--- config.mk ---
export PLATFORM = sky130hd
export DESIGN_NAME = centroid_tracker_flat
export DESIGN_NICKNAME = d
export VERILOG_FILES = /design/src/rtl/centroid_pkg.sv /design/src/rtl/centroid_tracker_if.sv /design/src/rtl/seq_divider.sv /design/src/rtl/centroid_tracker.sv /design/src/flat_wrapper.sv
export SDC_FILE = /design/constraint.sdc
export NUM_CORES = 1
export LEC_CHECK = 0
export ABC_AREA = 1
export ABC_CLOCK_PERIOD_IN_PS = 2400
export CAP_MARGIN = 20
export CORE_AREA = 10 10 223 225
export DETAILED_ROUTE_END_ITERATION = 6
export DIE_AREA = 0 0 233 235
export GPL_TIMING_DRIVEN = 0
export PLACE_DENSITY = 0.65
export REMOVE_ABC_BUFFERS = 1
export SLEW_MARGIN = 20
export SYNTH_ARGS = -nofsm -noshare
export SYNTH_HDL_FRONTEND = slang
export SYNTH_SLANG_ARGS = --single-unit
export TNS_END_PERCENT = 1
--- constraint.sdc ---
create_clock -name clk -period 2.4 [get_ports clk]
set_input_delay 0.48 -clock clk [delete_from_list [all_inputs] [get_ports clk]]
set_output_delay 0.48 -clock clk [all_outputs]
set_load 0.05 [all_outputs]
--- src/rtl/centroid_pkg.sv ---
// centroid_pkg: shared types and width derivations for the centroid tracker.
//   state_e         - tracker FSM states (idle, dividing, holding a result)
//   OVR_WIDTH       - width of the saturating overrun counter
//   clog2()         - ceiling log2 usable in constant expressions
//   cnt_width()     - pixel counter width for a given frame size
//   sum_width()     - coordinate accumulator width
//   BOX_* indices   - slot order of the packed bounding-box vectors
package centroid_pkg;

    typedef enum logic [1:0] {
        StIdle,
        StDivide,
        StHold
    } state_e;

    localparam int unsigned OVR_WIDTH = 8;

    // Bounding-box slots: {y_max, y_min, x_max, x_min}
    localparam int unsigned BOX_XMIN = 0;
    localparam int unsigned BOX_XMAX = 1;
    localparam int unsigned BOX_YMIN = 2;
    localparam int unsigned BOX_YMAX = 3;

    function automatic int unsigned clog2(input longint unsigned value);
        int unsigned       res;
        longint unsigned   pow;
        res = 0;
        pow = 1;
        while (pow < value) begin
            pow = pow << 1;
            res = res + 1;
        end
        return res;
    endfunction

    // Enough bits to count every pixel of a (x_max+1) x (y_max+1) frame.
    function automatic int unsigned cnt_width(input int unsigned x_max, input int unsigned y_max);
        longint unsigned xs;
        longint unsigned ys;
        xs = 64'(x_max) + 64'd1;
        ys = 64'(y_max) + 64'd1;
        return clog2(xs * ys + 64'd1);
    endfunction

    // Sum of up to 2^cnt_w coordinates of coord_w bits each cannot overflow.
    function automatic int unsigned sum_width(input int unsigned cnt_w, input int unsigned coord_w);
        return cnt_w + coord_w;
    endfunction

endpackage

--- src/rtl/centroid_tracker_if.sv ---
// centroid_tracker_if: pixel stream in, centroid result out.
//   enable, vga_x, vga_y, delta_frame, threshold - pixel stream and run control
//   out_valid/out_ready                          - result handshake
//   x_position, y_position, pixel_count,
//   object_found, overrun_count                  - result payload
//   x_min, x_max, y_min, y_max                   - bounding box (CENTROID_BBOX_EN only)
// master: pixel source / result consumer.  slave: the tracker.
interface centroid_tracker_if #(
    parameter int unsigned COORD_WIDTH = 11,
    parameter int unsigned COLOR_WIDTH = 10,
    parameter int unsigned CNT_WIDTH   = 19
);
    import centroid_pkg::*;

    logic                   enable;
    logic [COORD_WIDTH-1:0] vga_x;
    logic [COORD_WIDTH-1:0] vga_y;
    logic [COLOR_WIDTH-1:0] delta_frame;
    logic [COLOR_WIDTH-1:0] threshold;
    logic                   out_valid;
    logic                   out_ready;
    logic [COORD_WIDTH-1:0] x_position;
    logic [COORD_WIDTH-1:0] y_position;
    logic [CNT_WIDTH-1:0]   pixel_count;
    logic                   object_found;
    logic [OVR_WIDTH-1:0]   overrun_count;
`ifdef CENTROID_BBOX_EN
    logic [COORD_WIDTH-1:0] x_min;
    logic [COORD_WIDTH-1:0] x_max;
    logic [COORD_WIDTH-1:0] y_min;
    logic [COORD_WIDTH-1:0] y_max;
`endif

    modport master (
        output enable, vga_x, vga_y, delta_frame, threshold, out_ready,
        input  out_valid, x_position, y_position, pixel_count, object_found, overrun_count
`ifdef CENTROID_BBOX_EN
        ,
        input  x_min, x_max, y_min, y_max
`endif
    );

    modport slave (
        input  enable, vga_x, vga_y, delta_frame, threshold, out_ready,
        output out_valid, x_position, y_position, pixel_count, object_found, overrun_count
`ifdef CENTROID_BBOX_EN
        ,
        output x_min, x_max, y_min, y_max
`endif
    );

endinterface

--- src/rtl/seq_divider.sv ---
// seq_divider: restoring unsigned divider, one quotient bit per cycle.
//   clk, aresetn         - clock, asynchronous active-low reset
//   clr_i                - synchronous abort, returns to idle
//   start_i              - load dividend_i/divisor_i (ignored while busy)
//   busy_o               - iteration in progress
//   done_o               - final iteration this cycle; quotient_o valid now
//   quotient_o           - quotient (combinational, meaningful with done_o)
// WIDTH iterations follow the start edge; done_o is high during the last one so the
// caller can capture the result on the same edge that retires it.
module seq_divider #(
    parameter int unsigned WIDTH = 30
) (
    input  logic             clk,
    input  logic             aresetn,
    input  logic             clr_i,
    input  logic             start_i,
    input  logic [WIDTH-1:0] dividend_i,
    input  logic [WIDTH-1:0] divisor_i,
    output logic             busy_o,
    output logic             done_o,
    output logic [WIDTH-1:0] quotient_o
);
    localparam int unsigned           IterWidth = $clog2(WIDTH + 1);
    localparam logic [IterWidth-1:0]  LastIter  = IterWidth'(WIDTH - 1);

    logic                 busy_q, busy_d;
    logic [IterWidth-1:0] iter_q, iter_d;
    logic [WIDTH-1:0]     quo_q, quo_d;
    logic [WIDTH-1:0]     rem_q, rem_d;
    logic [WIDTH-1:0]     dvs_q, dvs_d;

    logic [WIDTH:0]       shifted;
    logic [WIDTH+1:0]     trial;
    logic [WIDTH-1:0]     rem_step;
    logic [WIDTH-1:0]     quo_step;
    logic                 unused_bits;

    // Dividend shifts out of quo_q MSB-first while quotient bits shift in at the LSB.
    always_comb begin
        shifted  = {rem_q, quo_q[WIDTH-1]};
        trial    = {1'b0, shifted} - {2'b00, dvs_q};
        quo_step = {quo_q[WIDTH-2:0], ~trial[WIDTH+1]};
        // A negative trial means shifted < divisor, so its top bit is already zero.
        rem_step = trial[WIDTH+1] ? shifted[WIDTH-1:0] : trial[WIDTH-1:0];
    end

    assign unused_bits = ^{trial[WIDTH], shifted[WIDTH]};

    assign busy_o     = busy_q;
    assign done_o     = busy_q && (iter_q == LastIter);
    assign quotient_o = quo_step;

    always_comb begin
        busy_d = busy_q;
        iter_d = iter_q;
        quo_d  = quo_q;
        rem_d  = rem_q;
        dvs_d  = dvs_q;
        if (clr_i) begin
            busy_d = 1'b0;
            iter_d = '0;
            quo_d  = '0;
            rem_d  = '0;
            dvs_d  = '0;
        end else if (busy_q) begin
            quo_d  = quo_step;
            rem_d  = rem_step;
            iter_d = iter_q + 1'b1;
            if (done_o) begin
                busy_d = 1'b0;
            end
        end else if (start_i) begin
            busy_d = 1'b1;
            iter_d = '0;
            quo_d  = dividend_i;
            rem_d  = '0;
            dvs_d  = divisor_i;
        end
    end

    always_ff @(posedge clk or negedge aresetn) begin
        if (!aresetn) begin
            busy_q <= 1'b0;
            iter_q <= '0;
            quo_q  <= '0;
            rem_q  <= '0;
            dvs_q  <= '0;
        end else begin
            busy_q <= busy_d;
            iter_q <= iter_d;
            quo_q  <= quo_d;
            rem_q  <= rem_d;
            dvs_q  <= dvs_d;
        end
    end

endmodule

--- src/rtl/centroid_tracker.sv ---
// centroid_tracker: per-frame object locator on the frame-difference stream.
//   clk, aresetn - clock, asynchronous active-low reset
//   bus          - centroid_tracker_if.slave: pixel stream in, centroid result out
// Pixels with delta_frame >= threshold are counted and their coordinates summed. The
// end-of-frame pixel (FRAME_X_MAX, FRAME_Y_MAX) snapshots the sums into two dividers
// (x and y share the count divisor) and the result is held on out_valid/out_ready.
// Frames with fewer than MIN_COUNT pixels skip the divide and report object_found = 0.
// An end of frame while a result is pending or being computed is dropped and counted.
// Optional: define CENTROID_BBOX_EN to track and report the qualified-pixel bounding box.
module centroid_tracker #(
    parameter int unsigned COORD_WIDTH = 11,
    parameter int unsigned COLOR_WIDTH = 10,
    parameter int unsigned FRAME_X_MAX = 640,
    parameter int unsigned FRAME_Y_MAX = 480,
    parameter int unsigned MIN_COUNT   = 16
) (
    input logic               clk,
    input logic               aresetn,
    centroid_tracker_if.slave bus
);
    import centroid_pkg::*;

    localparam int unsigned            CNT_WIDTH = cnt_width(FRAME_X_MAX, FRAME_Y_MAX);
    localparam int unsigned            SUM_WIDTH = sum_width(CNT_WIDTH, COORD_WIDTH);
    localparam logic [COORD_WIDTH-1:0] EofX      = COORD_WIDTH'(FRAME_X_MAX);
    localparam logic [COORD_WIDTH-1:0] EofY      = COORD_WIDTH'(FRAME_Y_MAX);
    localparam logic [CNT_WIDTH-1:0]   MinCnt    = CNT_WIDTH'(MIN_COUNT);

    state_e                 state_q, state_d;
    logic                   enable, eof, qual, go_div;
    logic                   div_start, div_load, sc_load, out_valid;
    logic                   x_done, y_done;
    logic [SUM_WIDTH-1:0]   x_quo, y_quo;
    logic [COLOR_WIDTH-1:0] delta, thresh;

    logic [CNT_WIDTH-1:0]   cnt_q, cnt_d, snap_cnt_q, snap_cnt_d, pix_q, pix_d;
    logic [SUM_WIDTH-1:0]   xsum_q, xsum_d, ysum_q, ysum_d;
    logic [COORD_WIDTH-1:0] xpos_q, xpos_d, ypos_q, ypos_d;
    logic                   found_q, found_d;
    logic [OVR_WIDTH-1:0]   ovr_q, ovr_d;
    logic                   unused_quo;

    assign enable = bus.enable;
    assign delta  = bus.delta_frame;
    assign thresh = bus.threshold;
    assign eof    = enable && (bus.vga_x == EofX) && (bus.vga_y == EofY);
    assign qual   = enable && !eof && (delta >= thresh);
    // Zero pixels must never reach the divider even if MIN_COUNT is 0.
    assign go_div = (cnt_q >= MinCnt) && (cnt_q != '0);

    // State register
    always_ff @(posedge clk or negedge aresetn) begin
        if (!aresetn) begin
            state_q <= StIdle;
        end else begin
            state_q <= state_d;
        end
    end

    // Next state
    always_comb begin
        state_d = state_q;
        if (!enable) begin
            state_d = StIdle;
        end else begin
            unique case (state_q)
                StIdle:   if (eof) state_d = go_div ? StDivide : StHold;
                StDivide: if (x_done && y_done) state_d = StHold;
                StHold:   if (bus.out_ready) state_d = StIdle;
                default:  state_d = StIdle;
            endcase
        end
    end

    // FSM outputs
    always_comb begin
        out_valid = (state_q == StHold);
        div_start = eof && (state_q == StIdle) && go_div;
        sc_load   = eof && (state_q == StIdle) && !go_div;
        div_load  = enable && (state_q == StDivide) && x_done && y_done;
    end

    seq_divider #(
        .WIDTH (SUM_WIDTH)
    ) u_div_x (
        .clk        (clk),
        .aresetn    (aresetn),
        .clr_i      (!enable),
        .start_i    (div_start),
        .dividend_i (xsum_q),
        .divisor_i  (SUM_WIDTH'(cnt_q)),
        .busy_o     (),
        .done_o     (x_done),
        .quotient_o (x_quo)
    );

    seq_divider #(
        .WIDTH (SUM_WIDTH)
    ) u_div_y (
        .clk        (clk),
        .aresetn    (aresetn),
        .clr_i      (!enable),
        .start_i    (div_start),
        .dividend_i (ysum_q),
        .divisor_i  (SUM_WIDTH'(cnt_q)),
        .busy_o     (),
        .done_o     (y_done),
        .quotient_o (y_quo)
    );

    // Centroid of in-frame pixels always fits in COORD_WIDTH bits.
    assign unused_quo = ^{x_quo[SUM_WIDTH-1:COORD_WIDTH], y_quo[SUM_WIDTH-1:COORD_WIDTH]};

`ifdef CENTROID_BBOX_EN
    localparam logic [3:0][COORD_WIDTH-1:0] RunBoxInit =
        {{COORD_WIDTH{1'b0}}, {COORD_WIDTH{1'b1}}, {COORD_WIDTH{1'b0}}, {COORD_WIDTH{1'b1}}};

    logic [3:0][COORD_WIDTH-1:0] run_box_q, run_box_d;
    logic [3:0][COORD_WIDTH-1:0] snap_box_q, snap_box_d;
    logic [3:0][COORD_WIDTH-1:0] box_q, box_d;

    always_comb begin
        run_box_d  = run_box_q;
        snap_box_d = snap_box_q;
        box_d      = box_q;
        if (!enable) begin
            run_box_d  = RunBoxInit;
            snap_box_d = '0;
            box_d      = '0;
        end else begin
            if (eof) begin
                run_box_d = RunBoxInit;
                if (state_q == StIdle) snap_box_d = run_box_q;
            end else if (qual) begin
                if (bus.vga_x < run_box_q[BOX_XMIN]) run_box_d[BOX_XMIN] = bus.vga_x;
                if (bus.vga_x > run_box_q[BOX_XMAX]) run_box_d[BOX_XMAX] = bus.vga_x;
                if (bus.vga_y < run_box_q[BOX_YMIN]) run_box_d[BOX_YMIN] = bus.vga_y;
                if (bus.vga_y > run_box_q[BOX_YMAX]) run_box_d[BOX_YMAX] = bus.vga_y;
            end
            if (sc_load) begin
                box_d = '0;
            end else if (div_load) begin
                box_d = snap_box_q;
            end
        end
    end

    always_ff @(posedge clk or negedge aresetn) begin
        if (!aresetn) begin
            run_box_q  <= RunBoxInit;
            snap_box_q <= '0;
            box_q      <= '0;
        end else begin
            run_box_q  <= run_box_d;
            snap_box_q <= snap_box_d;
            box_q      <= box_d;
        end
    end

    assign bus.x_min = box_q[BOX_XMIN];
    assign bus.x_max = box_q[BOX_XMAX];
    assign bus.y_min = box_q[BOX_YMIN];
    assign bus.y_max = box_q[BOX_YMAX];
`endif

    always_comb begin
        cnt_d      = cnt_q;
        xsum_d     = xsum_q;
        ysum_d     = ysum_q;
        snap_cnt_d = snap_cnt_q;
        ovr_d      = ovr_q;
        pix_d      = pix_q;
        xpos_d     = xpos_q;
        ypos_d     = ypos_q;
        found_d    = found_q;
        if (!enable) begin
            cnt_d      = '0;
            xsum_d     = '0;
            ysum_d     = '0;
            snap_cnt_d = '0;
            ovr_d      = '0;
            pix_d      = '0;
            xpos_d     = '0;
            ypos_d     = '0;
            found_d    = 1'b0;
        end else begin
            if (eof) begin
                cnt_d  = '0;
                xsum_d = '0;
                ysum_d = '0;
                if (state_q == StIdle) begin
                    snap_cnt_d = cnt_q;
                end else if (ovr_q != '1) begin
                    ovr_d = ovr_q + 1'b1;
                end
            end else if (qual) begin
                cnt_d  = cnt_q + 1'b1;
                xsum_d = xsum_q + SUM_WIDTH'(bus.vga_x);
                ysum_d = ysum_q + SUM_WIDTH'(bus.vga_y);
            end
            // Short-circuit report keeps the previous positions.
            if (sc_load) begin
                pix_d   = cnt_q;
                found_d = 1'b0;
            end else if (div_load) begin
                pix_d   = snap_cnt_q;
                xpos_d  = x_quo[COORD_WIDTH-1:0];
                ypos_d  = y_quo[COORD_WIDTH-1:0];
                found_d = 1'b1;
            end
        end
    end

    always_ff @(posedge clk or negedge aresetn) begin
        if (!aresetn) begin
            cnt_q      <= '0;
            xsum_q     <= '0;
            ysum_q     <= '0;
            snap_cnt_q <= '0;
            ovr_q      <= '0;
            pix_q      <= '0;
            xpos_q     <= '0;
            ypos_q     <= '0;
            found_q    <= 1'b0;
        end else begin
            cnt_q      <= cnt_d;
            xsum_q     <= xsum_d;
            ysum_q     <= ysum_d;
            snap_cnt_q <= snap_cnt_d;
            ovr_q      <= ovr_d;
            pix_q      <= pix_d;
            xpos_q     <= xpos_d;
            ypos_q     <= ypos_d;
            found_q    <= found_d;
        end
    end

    assign bus.out_valid     = out_valid;
    assign bus.x_position    = xpos_q;
    assign bus.y_position    = ypos_q;
    assign bus.pixel_count   = pix_q;
    assign bus.object_found  = found_q;
    assign bus.overrun_count = ovr_q;

endmodule
--- src/flat_wrapper.sv ---
// flat-port wrapper written by rule: the top's interface ports become plain ports
module centroid_tracker_flat import centroid_pkg::*;
#(
    parameter int unsigned COORD_WIDTH = 11,
    parameter int unsigned COLOR_WIDTH = 10,
    parameter int unsigned FRAME_X_MAX = 640,
    parameter int unsigned FRAME_Y_MAX = 480,
    parameter int unsigned MIN_COUNT   = 16
)
  (clk, aresetn, bus_enable, bus_vga_x, bus_vga_y, bus_delta_frame, bus_threshold, bus_out_ready, bus_out_valid, bus_x_position, bus_y_position, bus_pixel_count, bus_object_found, bus_overrun_count);
  centroid_tracker_if #(.COORD_WIDTH(COORD_WIDTH), .COLOR_WIDTH(COLOR_WIDTH)) bus_i ();
  input logic clk;
  input logic aresetn;
  input wire logic [$bits(bus_i.enable)-1:0] bus_enable;
  input wire logic [$bits(bus_i.vga_x)-1:0] bus_vga_x;
  input wire logic [$bits(bus_i.vga_y)-1:0] bus_vga_y;
  input wire logic [$bits(bus_i.delta_frame)-1:0] bus_delta_frame;
  input wire logic [$bits(bus_i.threshold)-1:0] bus_threshold;
  input wire logic [$bits(bus_i.out_ready)-1:0] bus_out_ready;
  output wire logic [$bits(bus_i.out_valid)-1:0] bus_out_valid;
  output wire logic [$bits(bus_i.x_position)-1:0] bus_x_position;
  output wire logic [$bits(bus_i.y_position)-1:0] bus_y_position;
  output wire logic [$bits(bus_i.pixel_count)-1:0] bus_pixel_count;
  output wire logic [$bits(bus_i.object_found)-1:0] bus_object_found;
  output wire logic [$bits(bus_i.overrun_count)-1:0] bus_overrun_count;
  assign bus_i.enable = bus_enable;
  assign bus_i.vga_x = bus_vga_x;
  assign bus_i.vga_y = bus_vga_y;
  assign bus_i.delta_frame = bus_delta_frame;
  assign bus_i.threshold = bus_threshold;
  assign bus_i.out_ready = bus_out_ready;
  assign bus_out_valid = bus_i.out_valid;
  assign bus_x_position = bus_i.x_position;
  assign bus_y_position = bus_i.y_position;
  assign bus_pixel_count = bus_i.pixel_count;
  assign bus_object_found = bus_i.object_found;
  assign bus_overrun_count = bus_i.overrun_count;
  centroid_tracker #(.COORD_WIDTH(COORD_WIDTH), .COLOR_WIDTH(COLOR_WIDTH), .FRAME_X_MAX(FRAME_X_MAX), .FRAME_Y_MAX(FRAME_Y_MAX), .MIN_COUNT(MIN_COUNT)) u_core (.clk(clk), .aresetn(aresetn), .bus(bus_i));
endmodule
==> metrics, run 1 <==
run status=complete, no violations; class of the most critical setup path=flip-flop to output pin; Seq cells post-synth=320; setup repair after global routing missed its margin=true; grt ovf=0; area used by sequential logic in the layout=8020 µm²; IR drop worst, VDD=0.000597 V; Final min period=2.36 ns; maximum capacitance violations=0; root cell of the clock tree=sky130_fd_sc_hd__clkbuf_16; required time worst endpoint=between 1.5 and 2 ns; post-synthesis to final-layout area growth=18.8%; vertical extent of the die=around 240 µm; flip-flop cell with the highest count after synthesis=sky130_fd_sc_hd__dfrtp_1; core region area=45100 µm²; post-DP HPWL=39.1 mm; all-layer global routing usage=0.205; CP peak stage delay=about 0.86 ns; post-route ant nets=0; sink count of the clock tree=320; Yosys Warn Count=0; floorplan die area=54800 µm²; average routed wire per standard cell=between 15 and 20 µm; Crit path max-delay family=buffers and inverters; Placed Cells incl. Taps=approximately 3500; largest fanout on the critical path=2; final hold violation count=0; largest net degree at the start of global routing=93; static leakage=about 12 nW; Gate Count Post-Synth=2900; initial antenna violation count=2; post-synth top area share=0.398; DRC violations left=0; final setup skew=0.0137 ns; Inserted Clock Buffers=38; setup violation total in the final timing report=0; asr flop ratio synth=1.00; total power after layout=between 0.01 and 0.015 W; fill cell instance count of the final layout=4361; buffers and inverters on the worst path=1; fin crit share=0.984; sequential element share of the synthesized area=0.398; number of top-level pins=97; iteration count of the initial detailed-routing pass=5; most common library cell in the layout ignoring fill and taps=sky130_fd_sc_hd__nand2_1; critical path data arrival time=1.88 ns; cell area reported after detailed placement=21600 µm²; maximum frequency from static timing analysis=about 420 MHz; maximum clock insertion buffer count=3; Final nets=3117; Netlist Area Pre-Place=20100 µm²; via/cell ratio=5.26; TritonCTS clock tree=yes; number of standard cells in the final layout excluding fillers=3620; average cell area after synthesis=6.94 µm²; most area-hungry cell type in the Yosys netlist=sky130_fd_sc_hd__dfrtp_1; effective utilization at floorplan=0.446; final core utilization=0.530; highest-delay cell along the critical path=sky130_fd_sc_hd__clkdlybuf4s50_1; antenna diode count=0; Area contributors post-synth=sky130_fd_sc_hd__dfrtp_1 (40%), sky130_fd_sc_hd__nand2_1 (20%), sky130_fd_sc_hd__inv_1 (7.1%); layout cells sized above 1=0.0765; Worst Max-Slew Pin Slew=approximately 1.1 ns; Max-Slew Margin vs Limit=0.295; Placement Rows=78; number of global-route vias before repair=around 18000; first-pass GRT wire length=93.3 mm; most frequent cells in the layout=sky130_fd_sc_hd__nand2_1 (1054), sky130_fd_sc_hd__inv_1 (379), sky130_fd_sc_hd__dfrtp_1 (318); hold path start=bus_enable; latest clock arrival within the worst-skew pair=0.57 ns; final weighted congestion in routability-driven placement=0.919; number of max-slew violations in the final report=0; number of DRC violations after detailed-routing iteration 0=between 1000 and 1500; Power Dens Cells=just under 600 nW/µm²; die extent in x=between 200 and 250 µm; category of the worst setup path launch point=flip-flop; routed via count=approximately 19000; source of the worst register-to-register timing path=u_core.u_div_x.rem_q[0]; number of distinct library cells after synthesis=43; critical-path cell list=clkdlybuf4s50_1; number of H-tree branching levels=2; Multi-input gate area=10800 µm²; crit path from=u_core.bus.pixel_count[6]; count of input and output buffers=96; number of synthesized flops with an enable pin=0; routed wire length=58.3 mm; Hold WC Path Type=input port to flip-flop; fin area=23900 µm²; element type at the critical path end=output pin; clk slew on worst S/H paths=0.06 ns
## cell type report
cell class / count / area share
clock buffers: 51 / 0.0456
clock inverters: 19 / 0.00874
inverters: 388 / 0.0623
multi-input cells: 2103 / 0.452
flip-flops and latches: 320 / 0.335
well taps: 600 / 0.0314
repair buffers: 138 / 0.0646
repair inverters: 1 / 0.000314
## sequential cells by signal (all words and copies together) (netlist names), 30 cells and up
signal                cells
u_core.u_div_x.quo_q     30
u_core.u_div_x.rem_q     30
u_core.xsum_q            30
u_core.u_div_y.rem_q     30
u_core.u_div_y.quo_q     30
u_core.ysum_q            30
## worst register-to-register path, cell delays in order (launching register included)
cell and delay (ns):
sky130_fd_sc_hd__dfrtp_1 0.42, sky130_fd_sc_hd__ha_1 0.34, sky130_fd_sc_hd__nand3_1 0.11, sky130_fd_sc_hd__nand3_1 0.14, sky130_fd_sc_hd__nand2_1 0.09, sky130_fd_sc_hd__nand2_1 0.09, sky130_fd_sc_hd__nand2_1 0.09, sky130_fd_sc_hd__nand2_2 0.09
sky130_fd_sc_hd__nand2_4 0.14, sky130_fd_sc_hd__nand2_8 0.19, sky130_fd_sc_hd__or2_2 0.36, sky130_fd_sc_hd__nand2_1 0.08, sky130_fd_sc_hd__nand2_1 0.06
## worst paths after layout
check,end,slack [ns],depth (start not counted)
worst max-delay path,bus_pixel_count[6],0.04,1
worst min-delay path,u_core.u_div_x.rem_q[27],0.28,3
worst max register to register,u_core.u_div_x.rem_q[8],0.10,12
worst min register to register,u_core.u_div_y.quo_q[11],0.47,2
max in group asynchronous,u_core.u_div_x.rem_q[18],0.36,5
min in group asynchronous,u_core.u_div_y.quo_q[13],0.43,2
## Yosys cell counts (8+ instances only)
| cell | n |
|---|---|
| sky130_fd_sc_hd__nor2_1 | 189 |
| sky130_fd_sc_hd__buf_2 | 30 |
| sky130_fd_sc_hd__o21ai_0 | 127 |
| sky130_fd_sc_hd__buf_1 | 10 |
| sky130_fd_sc_hd__a21o_1 | 8 |
| sky130_fd_sc_hd__inv_1 | 381 |
| sky130_fd_sc_hd__nor3_1 | 46 |
| sky130_fd_sc_hd__a22o_1 | 22 |
| sky130_fd_sc_hd__dfrtp_1 | 320 |
| sky130_fd_sc_hd__nor4_1 | 13 |
| sky130_fd_sc_hd__o22ai_1 | 16 |
| sky130_fd_sc_hd__nand3_1 | 223 |
| sky130_fd_sc_hd__or2_2 | 15 |
| sky130_fd_sc_hd__nand3b_1 | 11 |
| sky130_fd_sc_hd__ha_1 | 77 |
| sky130_fd_sc_hd__nand4_1 | 75 |
| sky130_fd_sc_hd__clkbuf_1 | 37 |
| sky130_fd_sc_hd__xor2_1 | 19 |
| sky130_fd_sc_hd__a21oi_1 | 101 |
| sky130_fd_sc_hd__nand2_1 | 1075 |
| sky130_fd_sc_hd__buf_6 | 15 |
| sky130_fd_sc_hd__xnor2_1 | 35 |
## per-layer routing
metal / up-vias / share of wire / global-route usage
li1: 9437 / - / -
met3: 128 / 0.053 / 0.0333
met2: 512 / 0.48 / 0.345
met1: 8957 / 0.44 / 0.263
met5: - / 0.00019 / 0
met4: 2 / 0.033 / 0.0677
## report_power, final
part,total [W],switching (W),internal [W]
registers,0.00558,0.0000793,0.00550
clock network,0.00601,0.00247,0.00354
logic,0.00229,0.00149,0.000799
total,0.0139,0.00404,0.00984
## per-stage QoR
stage | setup WS [ns] | TNS (ns) | hold slack, ns
floorplan | -1.10 | -217.03 | 0.184
detailed placement | -1.67 | -300.90 | 0.458
global placement | -13.51 | -5791.71 | 0.449
CTS | -0.00677 | -0.00937 | 0.267
global route | -0.112 | -1.12 | 0.269
finish | 0.0388 | 0 | 0.278
## cells by family after synthesis
kind of cell             count (synthesis)  share of synthesized area
AND/OR/NAND/NOR                       1663                      0.345
buffers and inverters                  485                     0.0988
flip-flops                             320                      0.398
AO/OA/AOI/OAI                          293                     0.0809
adder cells (fa/ha/maj)                 81                     0.0518
XOR/XNOR                                54                     0.0235
multiplexers                             4                    0.00224
## what timing repair did
| action | in CTS | in global routing |
|---|---|---|
| hold buffers | 1 | 0 |
| cloned | 5 | 5 |
| setup endpoints to repair | 290 | 285 |
| setup buffers | 20 | 8 |
| pin swaps | 6 | 12 |
| resized for setup | 46 | 75 |
| hold endpoints to repair | 63 | 0 |
Note: power is estimated with default switching activity, not from simulation.
==> run 2, diff against run 1 <==
--- a/config.mk
+++ b/config.mk
@@ -14,6 +14,7 @@
 export GPL_TIMING_DRIVEN = 0
 export PLACE_DENSITY = 0.65
 export REMOVE_ABC_BUFFERS = 1
+export SETUP_SLACK_MARGIN = 0.3
 export SLEW_MARGIN = 20
 export SYNTH_ARGS = -nofsm -noshare
 export SYNTH_HDL_FRONTEND = slang
==> metrics, run 2 (same netlist as run 1, synthesis figures left out) <==
run status=finished with violations; violations in the final reports=hold timing; TritonCTS clock tree=yes; fin area=24900 µm²; Inserted Clock Buffers=38; Max-Slew Margin vs Limit=0.398; fin crit share=0.965; all-layer global routing usage=0.210; number of max-slew violations in the final report=0; Worst Max-Slew Pin Slew=about 0.9 ns; effective utilization at floorplan=0.446; final weighted congestion in routability-driven placement=0.919; most common library cell in the layout ignoring fill and taps=sky130_fd_sc_hd__nand2_1; number of top-level pins=just under 100; average routed wire per standard cell=about 17 µm; clk slew on worst S/H paths=0.06 ns; count of input and output buffers=96; number of global-route vias before repair=18500; root cell of the clock tree=sky130_fd_sc_hd__clkbuf_16; DRC violations left=0; cell area reported after detailed placement=~22000 µm²; category of the worst setup path launch point=flip-flop; antenna diode count=0; Final min period=2.32 ns; number of DRC violations after detailed-routing iteration 0=1350; final hold violation count=63; Hold WC Path Type=input port to asynchronous set/reset pin; fill cell instance count of the final layout=4226; grt ovf=0; final setup skew=0.0181 ns; number of H-tree branching levels=2; sink count of the clock tree=between 300 and 400; Power Dens Cells=about 570 nW/µm²; latest clock arrival within the worst-skew pair=0.57 ns; routed via count=approximately 19000; CP peak stage delay=0.85 ns; die extent in x=233 µm; final hold slack=-0.141 ns; post-DP HPWL=39.1 mm; buffers and inverters on the worst path=1; highest-delay cell along the critical path=sky130_fd_sc_hd__clkdlybuf4s50_1; Crit path max-delay family=buffers and inverters; maximum frequency from static timing analysis=approximately 430 MHz; post-route ant nets=0; Final nets=around 3200; floorplan die area=54800 µm²; element type at the critical path end=output pin; class of the most critical setup path=flip-flop to output pin; post-synthesis to final-layout area growth=23.6%; static leakage=12.9 nW; critical-path cell list=clkdlybuf4s50_1; core region area=45100 µm²; maximum clock insertion buffer count=3; critical path data arrival time=approximately 1.8 ns; largest fanout on the critical path=2; most frequent cells in the layout=sky130_fd_sc_hd__nand2_1 (1036), sky130_fd_sc_hd__inv_1 (358), sky130_fd_sc_hd__dfrtp_1 (315); largest net degree at the start of global routing=93; Placement Rows=78; setup violation total in the final timing report=0; initial antenna violation count=0; layout cells sized above 1=0.116; iteration count of the initial detailed-routing pass=7; setup repair after global routing missed its margin=true; via/cell ratio=between 5 and 6; IR drop worst, VDD=0.000602 V; vertical extent of the die=235 µm; routed wire length=61.1 mm; maximum capacitance violations=0; required time worst endpoint=between 1.5 and 2 ns; first-pass GRT wire length=95.0 mm
==> run 2: cell count changes in the layout (fill, tap and decap cells not counted), moves of 5 or more <==
cell	previous run	this run
sky130_fd_sc_hd__dlymetal6s2s_1	5	14
sky130_fd_sc_hd__ha_4	18	28
sky130_fd_sc_hd__nand2_2	15	25
sky130_fd_sc_hd__inv_1	379	358
sky130_fd_sc_hd__nand2_8	8	13
sky130_fd_sc_hd__ha_1	55	47
sky130_fd_sc_hd__nand2_1	1054	1036
sky130_fd_sc_hd__inv_2	1	18
sky130_fd_sc_hd__nand2_4	9	18
sky130_fd_sc_hd__inv_4	0	5
sky130_fd_sc_hd__buf_4	23	68
sky130_fd_sc_hd__clkdlybuf4s50_1	88	77
==> run 2: cell type report <==
cell class                      instances  area [µm²]  area share
Multi-Input combinational cell       2109       11200       0.450
Inverter                              388        1500      0.0603
Sequential cell                       320        8020       0.322
Clock inverter                         19         209     0.00840
Timing Repair inverter                  2        15.0    0.000604
Clock buffer                           51        1090      0.0438
Tap cell                              600         751      0.0302
Timing Repair Buffer                  192        2090      0.0839
==> run 2: through the flow <==
| step | TNS (ns) | util | instances | setup slack, ns | total power (W) |
|---|---|---|---|---|---|
| after floorplan | -217.03 | - | 2803 | -1.10 | 0.00700 |
| after global placement | -5791.71 | 0.473 | 3499 | -13.51 | 0.00767 |
| after detailed placement | -300.90 | 0.480 | 3511 | -1.67 | 0.00774 |
| after CTS | 0 | 0.522 | 3619 | 0.0465 | 0.0140 |
| after global routing | 0 | 0.552 | 3681 | 0.00385 | 0.0148 |
| final | 0 | 0.552 | 3681 | 0.0832 | 0.0142 |
==> run 2: path summary, 6_finish.rpt <==
kind	start	end	slack, ns	cells after the start
hold / removal	aresetn	u_core.u_div_y.quo_q[7]	-0.14	1
min in group clk	bus_enable	u_core.u_div_x.rem_q[27]	0.32	3
setup reg to reg	u_core.u_div_x.rem_q[16]	u_core.u_div_x.rem_q[18]	0.15	10
setup / recovery	u_core.bus.pixel_count[5]	bus_pixel_count[5]	0.08	1
max in group asynchronous	aresetn	u_core.u_div_x.rem_q[26]	0.87	4
hold reg to reg	u_core.u_div_x.quo_q[13]	u_core.u_div_x.quo_q[13]	0.47	2
==> run 2: report_power, final <==
group          total [W]  leakage [nW]  switching [W]  internal [W]
clock network    0.00602         0.641        0.00248       0.00354
registers        0.00558          4.44      0.0000803       0.00550
logic            0.00260          7.85        0.00162      0.000978
==> run 2: repair_timing <==
item / in CTS / in global routing
pin swaps: 11 / 50
gates cloned: 11 / 9
setup buffers: 27 / 53
setup endpoints to repair: 365 / 363
hold endpoints to repair: 63 / 63
gates resized for setup: 59 / 160
==> run 2: metal layers <==
layer | vias up | track usage | wire, µm
li1 | 9563 | - | -
met1 | 9157 | 0.267 | 26500
met2 | 540 | 0.357 | 29600
met3 | 119 | 0.0340 | 3130
met4 | 0 | 0.0673 | 1870
met5 | - | 0 | 0
==> run 2: worst reg2reg max path, cell delays in order (launching register included) <==
cell and delay, ns:
sky130_fd_sc_hd__dfrtp_1 0.40, sky130_fd_sc_hd__ha_1 0.38, sky130_fd_sc_hd__nand2_1 0.17, sky130_fd_sc_hd__nor4_2 0.56
sky130_fd_sc_hd__nand2_8 0.18, sky130_fd_sc_hd__buf_4 0.19, sky130_fd_sc_hd__nand3b_1 0.07, sky130_fd_sc_hd__nand2_1 0.06
sky130_fd_sc_hd__inv_1 0.06, sky130_fd_sc_hd__nand2_1 0.06, sky130_fd_sc_hd__nand2_1 0.06
==> run 3, diff against run 2 <==
--- a/config.mk
+++ b/config.mk
@@ -12,6 +12,7 @@
 export DETAILED_ROUTE_END_ITERATION = 6
 export DIE_AREA = 0 0 233 235
 export GPL_TIMING_DRIVEN = 0
+export HOLD_SLACK_MARGIN = 0.12
 export PLACE_DENSITY = 0.65
 export REMOVE_ABC_BUFFERS = 1
 export SETUP_SLACK_MARGIN = 0.3
==> results of run 3 <==
Same layout as run 2: the final DEF is identical, and so are final timing and power.
